$ cat src/rtl/serial_frame_pkg.sv
// ============================================================================
//  Module   : serial_frame_pkg
//  Brief    : Shared state encoding and line levels for the framed serial TX.
//  Revision : 1.0
// ============================================================================
`default_nettype none

package serial_frame_pkg;

    typedef enum logic [1:0] {
        S_IDLE  = 2'd0,
        S_START = 2'd1,
        S_DATA  = 2'd2,
        S_STOP  = 2'd3
    } state_t;

    localparam logic LINE_IDLE  = 1'b0;
    localparam logic LINE_START = 1'b1;
    localparam logic LINE_STOP  = 1'b0;

endpackage

`default_nettype wire

$ cat src/rtl/serial_frame_tx_bit_timer.sv
// ============================================================================
//  Module   : bit_timer
//  Brief    : Bit-period counter; 'tick' marks the last cycle of each period.
//  Revision : 1.0
// ============================================================================
`default_nettype none

module bit_timer #(
    parameter int CLKS_PER_BIT = 1
) (
    input  logic clk,
    input  logic rst_n,
    input  logic clr,
    input  logic en,
    output logic tick,
    output logic tick_next
);

    localparam int              CW     = $clog2(CLKS_PER_BIT) + 1;
    localparam logic [CW-1:0]   c_last = CW'(CLKS_PER_BIT - 1);

    logic [CW-1:0] r_cnt;
    logic [CW-1:0] w_cnt_next;

    always_comb begin
        tick = en && (r_cnt == c_last);
        if (clr || tick) begin
            w_cnt_next = '0;
        end else if (en) begin
            w_cnt_next = r_cnt + CW'(1);
        end else begin
            w_cnt_next = r_cnt;
        end
        // Lets the owner register a pulse that lines up with the next tick.
        tick_next = (w_cnt_next == c_last);
    end

    always_ff @(posedge clk or negedge rst_n) begin
        if (!rst_n) begin
            r_cnt <= '0;
        end else begin
            r_cnt <= w_cnt_next;
        end
    end

endmodule

`default_nettype wire

$ cat src/rtl/serial_frame_tx.sv
// ============================================================================
//  Module   : serial_frame_tx
//  Brief    : Framed serial transmitter: start bit, DATA_W data bits, stop bit.
//  Revision : 1.0
// ============================================================================
`default_nettype none

module serial_frame_tx
    import serial_frame_pkg::*;
#(
    parameter int DATA_W       = 8,
    parameter int CLKS_PER_BIT = 1,
    parameter int MSB_FIRST    = 1
) (
    input  logic              clk,
    input  logic              rst_n,
    input  logic [DATA_W-1:0] din,
    input  logic              din_valid,
    output logic              din_ready,
    output logic              sdo,
    output logic              busy,
    output logic              frame_done
);

    localparam int            IW         = $clog2(DATA_W) + 1;
    localparam logic [IW-1:0] c_last_idx = IW'(DATA_W - 1);

    state_t            r_state;
    state_t            w_state_next;
    logic [DATA_W-1:0] r_shift;
    logic [DATA_W-1:0] w_shift_next;
    logic [DATA_W-1:0] w_shifted;
    logic [IW-1:0]     r_bit_idx;
    logic [IW-1:0]     w_bit_idx_next;
    logic              r_sdo;
    logic              r_busy;
    logic              r_frame_done;
    logic              w_sdo_next;
    logic              w_head;
    logic              w_accept;
    logic              w_tick;
    logic              w_tick_next;

    bit_timer #(
        .CLKS_PER_BIT (CLKS_PER_BIT)
    ) u_bit_timer (
        .clk       (clk),
        .rst_n     (rst_n),
        .clr       (r_state == S_IDLE),
        .en        (r_state != S_IDLE),
        .tick      (w_tick),
        .tick_next (w_tick_next)
    );

    always_comb begin
        w_state_next   = r_state;
        w_shift_next   = r_shift;
        w_bit_idx_next = r_bit_idx;
        w_accept       = din_valid && (r_state == S_IDLE);
        w_shifted      = (MSB_FIRST != 0) ? (r_shift << 1) : (r_shift >> 1);

        case (r_state)
            S_IDLE: begin
                if (w_accept) begin
                    w_state_next   = S_START;
                    w_shift_next   = din;
                    w_bit_idx_next = '0;
                end
            end
            S_START: begin
                if (w_tick) w_state_next = S_DATA;
            end
            S_DATA: begin
                if (w_tick) begin
                    if (r_bit_idx == c_last_idx) begin
                        w_state_next = S_STOP;
                    end else begin
                        w_shift_next   = w_shifted;
                        w_bit_idx_next = r_bit_idx + IW'(1);
                    end
                end
            end
            S_STOP: begin
                if (w_tick) w_state_next = S_IDLE;
            end
            default: w_state_next = S_IDLE;
        endcase

        // The bit currently on the wire always sits at the head of the shift reg.
        w_head = (MSB_FIRST != 0) ? w_shift_next[DATA_W-1] : w_shift_next[0];

        case (w_state_next)
            S_START: w_sdo_next = LINE_START;
            S_DATA:  w_sdo_next = w_head;
            S_STOP:  w_sdo_next = LINE_STOP;
            default: w_sdo_next = LINE_IDLE;
        endcase
    end

    always_ff @(posedge clk or negedge rst_n) begin
        if (!rst_n) begin
            r_state      <= S_IDLE;
            r_shift      <= '0;
            r_bit_idx    <= '0;
            r_sdo        <= LINE_IDLE;
            r_busy       <= 1'b0;
            r_frame_done <= 1'b0;
        end else begin
            r_state      <= w_state_next;
            r_shift      <= w_shift_next;
            r_bit_idx    <= w_bit_idx_next;
            r_sdo        <= w_sdo_next;
            r_busy       <= (w_state_next != S_IDLE);
            r_frame_done <= (w_state_next == S_STOP) && w_tick_next;
        end
    end

    assign din_ready  = (r_state == S_IDLE);
    assign sdo        = r_sdo;
    assign busy       = r_busy;
    assign frame_done = r_frame_done;

endmodule

`default_nettype wire

$ cat config.mk
export PLATFORM = sky130hd
export DESIGN_NAME = serial_frame_tx
export DESIGN_NICKNAME = d
export VERILOG_FILES = /design/src/rtl/serial_frame_pkg.sv /design/src/rtl/serial_frame_tx_bit_timer.sv /design/src/rtl/serial_frame_tx.sv
export SDC_FILE = /design/constraint.sdc
export NUM_CORES = 1
export LEC_CHECK = 0
export BUFFER_PORTS_ARGS = -buffer_cell sky130_fd_sc_hd__buf_4
export CAP_MARGIN = 0
export CORE_UTILIZATION = 54
export CTS_CLUSTER_SIZE = 16
export DETAILED_ROUTE_END_ITERATION = 16
export PLACE_DENSITY = 0.77
export SYNTH_ARGS = -nofsm -noshare
export SYNTH_HDL_FRONTEND = slang
export SYNTH_HIERARCHICAL = 1
export SYNTH_SLANG_ARGS = --single-unit
export TNS_END_PERCENT = 1
$ cat constraint.sdc
create_clock -name clk -period 2.7 [get_ports clk]
set_input_delay 0.27 -clock clk [delete_from_list [all_inputs] [get_ports clk]]
set_output_delay 0.27 -clock clk [all_outputs]
set_load 0.005 [all_outputs]
==> results.json <==
{
  "status": "finished, final reports clean",
  "placementRows": 14,
  "yosys_warnings": 6,
  "wl_um": 1688,
  "clock_sinks": 18,
  "antenna_cells": 0,
  "cts_tree": "yes",
  "vdd_drop_max_mv": 0.5786,
  "syn_nets": 99,
  "r2r_start": "r_state[1]",
  "p_clk_share_pct": 10.7,
  "clock_latency_ns": 0.28,
  "hp-start": "din[0]",
  "grt_use_total_pct": 20.40,
  "hold_viol": 0,
  "power_leakage_nw": 0.5397,
  "die_area_um2": 1923,
  "cts_root_buffer": "clkbuf_4",
  "io_buffers": 14,
  "clk_pin_slew_worst_paths_ns": 0.09,
  "worstSetupEndpointType": "flop",
  "slew_headroom_pct": 64.28,
  "power_frac_seq_pct": 42.1,
  "grt_overflow": 0,
  "switching_power_mw": 0.4469,
  "post-route-period-util_pct": 80.31,
  "path_class": "flop to flop",
  "finalInstanceArea_um2": 1064,
  "cts_made_buffers": 3,
  "min_period_ns": 2.168,
  "nets": 114,
  "vias": 701,
  "intPower_mw": 0.7230,
  "arrival_ns": 2.34,
  "synth_area_per_cell_um2": 11.00,
  "fin_util_pct": 67.46,
  "setup_violations": 0,
  "syn2layout_area_growth_pct": 12.43,
  "io_pins": 15,
  "fin_cells": 115,
  "cp-startpoint": "r_state[1]",
  "place.gp.congestion": 0.8706,
  "powerDensity_nw_per_um2": 1100,
  "place_area_um2": 1031,
  "place_inst": 111,
  "sw_frac_of_total_pct": 38.20,
  "cts_resized": 0,
  "grt_pass1_wl_um": 2835,
  "synth_area_um2": 945.9,
  "drt_iter0_markers": 21,
  "maxCapViolations": 0,
  "skew_ns": 0.004446,
  "hold_path.class": "primary input to flop",
  "ys_types": 34,
  "slew_viol_final": 0,
  "routedWlPerCell_um": 14.68,
  "die_width_um": 43.86,
  "start_kind": "flop",
  "path_max_fanout": 11,
  "route.detailed.drc": 0,
  "cts_buffer_depth": 2,
  "syn_inst": 86,
  "tightest_slew_ns": 0.5352,
  "dp_hpwl_um": 1162,
  "first_global_vias": 637,
  "htreeDepth": 1,
  "antenna_found_initial": 0,
  "setup_tns_ns": 0,
  "firstDrtPassIters": 6,
  "max_freq_mhz": 461.2,
  "fill_cells": 127,
  "ys_ff_latch": 18,
  "start_util_pct": 60.00,
  "grt_max_degree": 19,
  "drive_gt1_share_pct": 25.25,
  "rsz0062_at_grt": "no",
  "routed_via_density": 6.096,
  "total_power_mw": 1.170,
  "dieHeight_um": 43.86,
  "cp.required_ns": 2.87,
  "combPwrFrac_pct": 47.1,
  "seq_area_frac_synth_pct": 47.62,
  "core_area_um2": 1577,
  "ant_nets": 0
}
## cell families after synthesis
kind of cell,count (synthesis),share of synthesized area [%]
AOI/OAI and AO/OA,24,20.11
xor gates and xnor gates,1,0.9261
adders and majority gates,2,2.645
buffers and inverters,11,6.613
DFF,18,47.62
muxes,1,1.190
and+or+nand+nor,29,20.90
## routing by layer
layer	vias up	GRT usage (%)	part of all wire (%)
li1	339	-	-
met1	340	28.49	49
met2	20	31.04	46
met3	2	2.500	4.0
met4	0	10.91	0.59
met5	-	0	0
## layout make-up
cell class	count	area [µm²]	area share, %
Inverter	6	22.52	2.118
Tap cell	16	20.02	1.882
Multi-Input combinational cell	57	432.9	40.71
Timing Repair Buffer	15	115.1	10.82
Clock buffer	3	22.52	2.118
Sequential cell	18	450.4	42.35
## power by group through the flow
stage          combinational, mW  clock, mW  sequential (mW)
6_report                   0.551      0.126            0.493
5_1_grt                    0.619      0.137            0.509
4_1_cts                    0.555      0.135            0.491
3_5_place_dp               0.547          0            0.496
3_3_place_gp               0.531          0            0.492
2_1_floorplan              0.481          0            0.451
## worst paths after layout
check / end / slack (ns) / cells after the start
max: r_shift[7] / 0.53 / 6
min: r_shift[0] / 0.20 / 3
max reg2reg: r_shift[7] / 0.53 / 6
min reg2reg: r_shift[5] / 0.51 / 1
max in group asynchronous: u_bit_timer/r_cnt / 2.13 / 2
min in group asynchronous: r_bit_idx[3] / 0.38 / 2
## worst max-delay path, cell delays in order (launching register included)
cell	delay, ns
dfrtp_1	0.52
nor2_1	0.26
inv_1	0.10
ha_1	0.31
and3b_4	0.27
and2_4	0.19
a2111o_1	0.40
## synth_stat cells, drive strengths merged
cell type / instances / area [µm²]
and2: 2 / 15.02
and3: 7 / 43.79
a31o: 2 / 17.52
buf: 4 / 35.03
nor2: 2 / 7.510
a311oi: 1 / 8.760
nor3: 1 / 5.000
nor3b: 1 / 18.77
dfrtp: 18 / 450.4
or3: 2 / 12.51
clkbuf: 1 / 5.000
o21ai: 5 / 25.02
nand3: 1 / 5.000
inv: 6 / 22.52
xnor2: 1 / 8.760
a31oi: 1 / 6.260
nand3b: 2 / 27.53
mux2: 1 / 11.26
a21oi: 5 / 36.29
ha: 2 / 25.02
a211oi: 1 / 7.510
a221oi: 1 / 8.760
a2bb2oi: 1 / 8.760
a221o: 6 / 60.06
a2111o: 1 / 11.26
nand2b: 3 / 18.77
nand2: 6 / 22.52
and3b: 2 / 21.27
## what timing repair did
action,4_1_cts,5_1_grt
hold buffers,1,0
endpoints found under the setup margin,0,0
buffers inserted,0,0
endpoints found under the hold margin,18,0
## registers in the layout (all words and copies together) (netlist names)
signal and count:
r_bit_idx 4, sdo 1, u_bit_timer/r_cnt 1, r_shift 8
r_state 2, busy 1, frame_done 1
## stage by stage
stage / hold WS, ns / setup slack (ns)
2_1_floorplan: -0.02559 / 0.7196
3_5_place_dp: 0.1472 / 0.5593
6_report: 0.2018 / 0.5316
3_3_place_gp: 0.1475 / 0.6788
4_1_cts: 0.1949 / 0.5443
5_1_grt: 0.2172 / 0.4249
## cells in the final DEF, fill, tap and decap left out, drive strengths merged, types with 2 or more instances in the layout
master	count
a21oi	5
a221o	6
a31o	2
and2	2
and3	7
and3b	2
buf	14
clkbuf	3
dfrtp	18
ha	2
inv	6
nand2	6
nand2b	3
nand3b	2
nor2	2
o21ai	5
or3	2
No activity file was read; power rests on OpenSTA's default activity.
